## src/rtl/ysyx_25050147_mem_arbiter.sv

```systemverilog
// Two-master round-robin arbiter for the shared data memory port.
// One transaction in flight; stalled slave times out with an error response.
module ysyx_25050147_mem_arbiter #(
  parameter int ADDR_W  = 32,
  parameter int DATA_W  = 32,
  parameter int MASK_W  = 8,
  parameter int TIMEOUT = 256,
  parameter int CNT_W   = 9
) (
  input  logic              clk,
  input  logic              rst,
  input  logic              ifu_req_valid,
  output logic              ifu_req_ready,
  input  logic [ADDR_W-1:0] ifu_addr,
  output logic              ifu_rsp_valid,
  input  logic              ifu_rsp_ready,
  output logic [DATA_W-1:0] ifu_rdata,
  output logic              ifu_rsp_err,
  input  logic              lsu_req_valid,
  output logic              lsu_req_ready,
  input  logic [ADDR_W-1:0] lsu_addr,
  input  logic              lsu_wen,
  input  logic [DATA_W-1:0] lsu_wdata,
  input  logic [MASK_W-1:0] lsu_wmask,
  output logic              lsu_rsp_valid,
  input  logic              lsu_rsp_ready,
  output logic [DATA_W-1:0] lsu_rdata,
  output logic              lsu_rsp_err,
  output logic              mem_req_valid,
  input  logic              mem_req_ready,
  output logic [ADDR_W-1:0] mem_addr,
  output logic              mem_wen,
  output logic [DATA_W-1:0] mem_wdata,
  output logic [MASK_W-1:0] mem_wmask,
  input  logic              mem_rsp_valid,
  input  logic [DATA_W-1:0] mem_rdata
);

  typedef enum logic [1:0] {
    IDLE,
    REQ,
    WAIT,
    RESP
  } state_t;

  localparam bit TMO_EN = (TIMEOUT != 0);
  localparam logic [CNT_W-1:0] CNT_MAX = CNT_W'(TIMEOUT - 1);

  state_t state_q, state_d;

  logic              owner_q;
  logic              last_q;
  logic [ADDR_W-1:0] addr_q;
  logic              wen_q;
  logic [DATA_W-1:0] wdata_q;
  logic [MASK_W-1:0] wmask_q;
  logic [DATA_W-1:0] rdata_q;
  logic              err_q;
  logic [CNT_W-1:0]  cnt_q;

  logic pick_ifu;
  logic pick_lsu;
  logic tmo;

  // Round-robin pick: on a tie the master not granted last time wins
  always_comb begin
    pick_ifu = ifu_req_valid & (~lsu_req_valid | last_q);
    pick_lsu = lsu_req_valid & (~ifu_req_valid | ~last_q);
    tmo      = TMO_EN & (cnt_q == CNT_MAX);
  end

  // Next state and all handshake/data outputs, silenced during reset
  always_comb begin
    state_d       = state_q;
    ifu_req_ready = 1'b0;
    lsu_req_ready = 1'b0;
    ifu_rsp_valid = 1'b0;
    ifu_rdata     = '0;
    ifu_rsp_err   = 1'b0;
    lsu_rsp_valid = 1'b0;
    lsu_rdata     = '0;
    lsu_rsp_err   = 1'b0;
    mem_req_valid = 1'b0;
    mem_addr      = '0;
    mem_wen       = 1'b0;
    mem_wdata     = '0;
    mem_wmask     = '0;
    if (!rst) begin
      unique case (state_q)
        IDLE: begin
          ifu_req_ready = pick_ifu;
          lsu_req_ready = pick_lsu;
          if (pick_ifu | pick_lsu) state_d = REQ;
        end
        REQ: begin
          mem_req_valid = 1'b1;
          mem_addr      = addr_q;
          mem_wen       = wen_q;
          mem_wdata     = wdata_q;
          mem_wmask     = wmask_q;
          if (mem_req_ready) state_d = WAIT;
        end
        WAIT: begin
          if (mem_rsp_valid | tmo) state_d = RESP;
        end
        RESP: begin
          if (owner_q) begin
            lsu_rsp_valid = 1'b1;
            lsu_rdata     = rdata_q;
            lsu_rsp_err   = err_q;
            if (lsu_rsp_ready) state_d = IDLE;
          end else begin
            ifu_rsp_valid = 1'b1;
            ifu_rdata     = rdata_q;
            ifu_rsp_err   = err_q;
            if (ifu_rsp_ready) state_d = IDLE;
          end
        end
        default: state_d = IDLE;
      endcase
    end
  end

  // State, request latch, timeout counter and response capture
  always_ff @(posedge clk) begin
    if (rst) begin
      state_q <= IDLE;
      owner_q <= 1'b0;
      last_q  <= 1'b1;
      addr_q  <= '0;
      wen_q   <= 1'b0;
      wdata_q <= '0;
      wmask_q <= '0;
      rdata_q <= '0;
      err_q   <= 1'b0;
      cnt_q   <= '0;
    end else begin
      state_q <= state_d;
      unique case (state_q)
        IDLE: begin
          if (pick_ifu | pick_lsu) begin
            owner_q <= pick_lsu;
            last_q  <= pick_lsu;
            addr_q  <= pick_lsu ? lsu_addr : ifu_addr;
            wen_q   <= pick_lsu & lsu_wen;
            wdata_q <= pick_lsu ? lsu_wdata : '0;
            wmask_q <= pick_lsu ? lsu_wmask : '0;
          end
        end
        REQ: begin
          if (mem_req_ready) cnt_q <= '0;
        end
        WAIT: begin
          if (mem_rsp_valid) begin
            rdata_q <= mem_rdata;
            err_q   <= 1'b0;
          end else if (tmo) begin
            rdata_q <= '0;
            err_q   <= 1'b1;
          end else begin
            cnt_q <= cnt_q + CNT_W'(1);
          end
        end
        default: ;
      endcase
    end
  end

endmodule

```

## config.mk

```make
export PLATFORM = sky130hd
export DESIGN_NAME = ysyx_25050147_mem_arbiter
export DESIGN_NICKNAME = d
export VERILOG_FILES = /design/src/rtl/ysyx_25050147_mem_arbiter.sv
export SDC_FILE = /design/constraint.sdc
export NUM_CORES = 1
export LEC_CHECK = 0
export CAP_MARGIN = 20
export CORE_UTILIZATION = 40
export CTS_BUF_LIST = sky130_fd_sc_hd__clkbuf_16
export DETAILED_ROUTE_END_ITERATION = 7
export PLACE_DENSITY = 0.8
export SKIP_LAST_GASP = 1
export SLEW_MARGIN = 20
export SYNTH_ARGS = -nofsm -noshare
export SYNTH_HDL_FRONTEND = slang
export SYNTH_SLANG_ARGS = --single-unit
```

## constraint.sdc

```tcl
create_clock -name clk -period 2.7 [get_ports clk]
set_clock_uncertainty 0.1 [all_clocks]
set_input_delay 0.54 -clock clk [delete_from_list [all_inputs] [get_ports clk]]
set_output_delay 0.54 -clock clk [all_outputs]
set_load 0.02 [all_outputs]
```

==> summary.md <==
| Metric | Value |
|---|---|
| Tcrit/Tclk final | `slightly below 100%` |
| WP data required | `slightly above 2 ns` |
| CP Launch Type | `register` |
| DRC violation count after routing | `0` |
| Clock-pin transition on the worst setup and hold timing paths | `0.05 ns` |
| Max-slew headroom | `between 40% and 50%` |
| Final hold vios | `0` |
| Vias in the first global route | `between 5,000 and 6,000` |
| Multi-input gate area | `a little over 3000 sq um` |
| Routability cong. | `~0.76` |
| Drt first pass iters | `4` |
| Post-detail-place hpwl | `approximately 12,000 microns` |
| Max VDD drop | `430 uV` |
| Finished Layout Cells | `approximately 1,100` |
| Site Rows | `43` |
| Largest area contributor in the netlist | `dfxtp_1` |
| Static Leak | `approximately 4.2 nW` |
| Max-Cap Viols | `0` |
| Initial antenna violation count | `0` |
| Cells after synthesis | `650` |
| Status | `complete, no violations` |
| YS warnings | `0` |
| CTS sink count | `119` |
| Critical-path top delay cell | `dlygate4sd2_1` |
| Flops & latches, synth | `approximately 120` |
| WL final | `16,900 microns` |
| Slew at the pin with the worst max-slew slack | `0.812 ns` |
| H-tree lvl count | `4` |
| Area share of the largest cell type after synthesis | `41.8%` |
| Overall routing resource usage | `23.1%` |
| CORE AREA | `between 10,000 and 15,000 sq um` |
| Nets | `1,065` |
| Crit path time final | `2.61 ns` |
| Placed insts | `about 1,100` |
| Final setup violation count | `0` |
| Syn Area/Cell | `around 9 sq um` |
| Vias per inst | `a little over 5` |
| Netlist cell types | `35` |
| Die width | `around 120 microns` |
| Maximum clock frequency | `between 0.3 and 0.4 GHz` |
| First-pass GRT wire length | `26,300 microns` |
| PortBufs | `~290` |
| Critical path peak fanout | `45` |
| Slew Viols, Final | `0` |
| Area Growth Syn to Fin | `61.9%` |
| Maximum clock path buffer count | `2` |
| Die Area | `~15,000 sq um` |
| # IOs | `between 200 and 300` |
| Power density cells | `691 nW/um^2` |
| CTS resizes | `around 150` |
| ANT cells | `0` |
| Antenna Nets Post-Route | `0` |
| WS Path Type | `register to primary output` |
| Reg area | `between 2000 and 2500 sq um` |
| Design Power | `6.37 mW` |
| Final instance area | `9220 sq um` |
| Final hold slack | `between 0.3 and 0.4 ns` |
| Number of post-CTS setup repair buffers | `0` |
| Via count | `5,630` |
| Routed WL per cell | `~15 microns` |
| Main area contributors after synthesis | `dfxtp_1, and2_1, nor2_1, mux2i_1, a32oi_1` |
| Overflow after GRT | `0` |
| RSZ-0062 raised after global routing | `yes` |
| Cell Chain, Critical Path | `inv_1 -> ha_1 -> nor2b_4 -> buf_12 -> and2_1 -> dlygate4sd2_1` |
| Share of layout cells above drive strength 1 | `between 6 and 7%` |
| Top Family by Delay on Critical Path | `buffers and inverters` |
| Post-Syn Area | `5690 sq um` |
| Root buffer cell | `clkbuf_16` |
| Post-DP Area | `approximately 8800 sq um` |
| Endpoint class of the critical path | `primary output` |
| Seq/Total Area, Yosys | `41.8%` |
| CTS tree | `built` |
| Min-delay worst type | `register to register` |
| CTS Hold Buffers Added | `0` |
| Max incr delay on CP | `roughly 0.36 ns` |
| Clk Latency, worst-skew pair | `a little over 0.4 ns` |
| CTS Buf Count | `17` |
| Fill cells | `roughly 1,300` |
| Maximum number of pins on one net before global-route repair | `between 50 and 60` |
| Initial Util | `a little over 40%` |
| Chip Height | `approximately 120 microns` |
| DRT iter0 DRCs | `about 360` |
| Synth Net Count | `801` |
| Critical path buffer and inverter count | `3` |
| Worst EP arrival | `1.97 ns` |
-- cell usage in the layout (no fill, tap or decap), types with 8 or more instances in the layout --
cell	synthesis	layout
dfxtp_1	119	119
and2_1	141	141
nor2_1	107	107
nand3_1	8	8
dlygate4sd2_1	0	134
inv_1	6	9
a211oi_1	32	32
mux2i_1	39	39
clkbuf_16	0	17
clkdlybuf4s50_1	0	143
buf_4	0	14
nand2_1	10	10
a22oi_1	32	32
a32oi_1	41	41
-- flip-flops by register name, indices dropped and copies added (netlist names) --
| register | count |
|---|---|
| err_q | 1 |
| cnt_q | 9 |
| owner_q | 1 |
| addr_q | 32 |
| wen_q | 1 |
| wdata_q | 32 |
| last_q | 1 |
| state_q | 2 |
| rdata_q | 32 |
| wmask_q | 8 |
-- worst min-delay path: cells and delay by family, from the launching register on --
family	cells	cell delay [ns]
compound gates	1	0.06
flops	1	0.31
simple gates	1	0.07
-- area by class of cell --
class	count	area share, %
multi-input cells	462	32.9
repair buffers	308	31.9
flip-flops and latches	119	25.8
clock buffers	17	4.62
well taps	180	2.44
clock inverters	15	2.09
inverters	6	0.244
-- metrics by stage --
| step | setup TNS (ns) | util, % | setup WS (ns) |
|---|---|---|---|
| 2_1_floorplan | 0 | - | 0.460 |
| 3_3_place_gp | -0.260 | 63.1 | -0.260 |
| 3_5_place_dp | -0.280 | 63.1 | -0.280 |
| 4_1_cts | -0.199 | 66.3 | -0.199 |
| 5_1_grt | -0.0373 | 66.4 | -0.00819 |
| 6_report | 0 | 66.4 | 0.0871 |
-- routing by layer --
layer	vias up	global-route usage [%]	wire length (microns)
met4	0	9.88	365
met5	-	0	0
li1	2808	-	-
met2	241	39.7	8300
met3	29	7.99	1540
met1	2552	25.6	6730
-- cell usage after synthesis, drive strengths merged --
master and count:
nor2b 3, or4 2, o21a 2, o31ai 2, nor4 4, nand2b 1, a32oi 41, dfxtp 119
buf 24, clkbuf 39, nand4b 2, o21ai 6, nand2 10, a2111o 1, nor3b 3, a2111oi 1
a21oi 7, nand3 8, and2 141, a211oi 32, nand3b 5, nor2 107, inv 6, a21boi 1
mux2i 39, nand4 2, a22oi 32, o211a 1, and3 1, ha 6, nor3 2
-- worst paths after layout --
kind / startpoint / end / slack [ns] / cells past startpoint
max: state_q[1] / mem_wmask[1] / 0.09 / 6
min: wen_q / wen_q / 0.37 / 2
max reg2reg: cnt_q[0] / cnt_q[3] / 0.58 / 7
min reg2reg: wen_q / wen_q / 0.37 / 2
-- logic make-up (layout without fill, tap and decap cells) --
group / count (synthesis) / after routing / synth area share (%)
simple gates: 291 / 291 / 27.0
mux: 39 / 39 / 6.86
buf+inv: 69 / 346 / 5.58
compound gates: 126 / 126 / 17.4
flops: 119 / 119 / 41.8
fa+ha+maj: 6 / 6 / 1.32
-- power breakdown --
group	switching, mW	internal, mW
combinational	0.966	0.777
clock	0.757	1.61
sequential	0.175	2.09
total	1.90	4.47
Note: power is estimated with default switching activity, not from simulation.
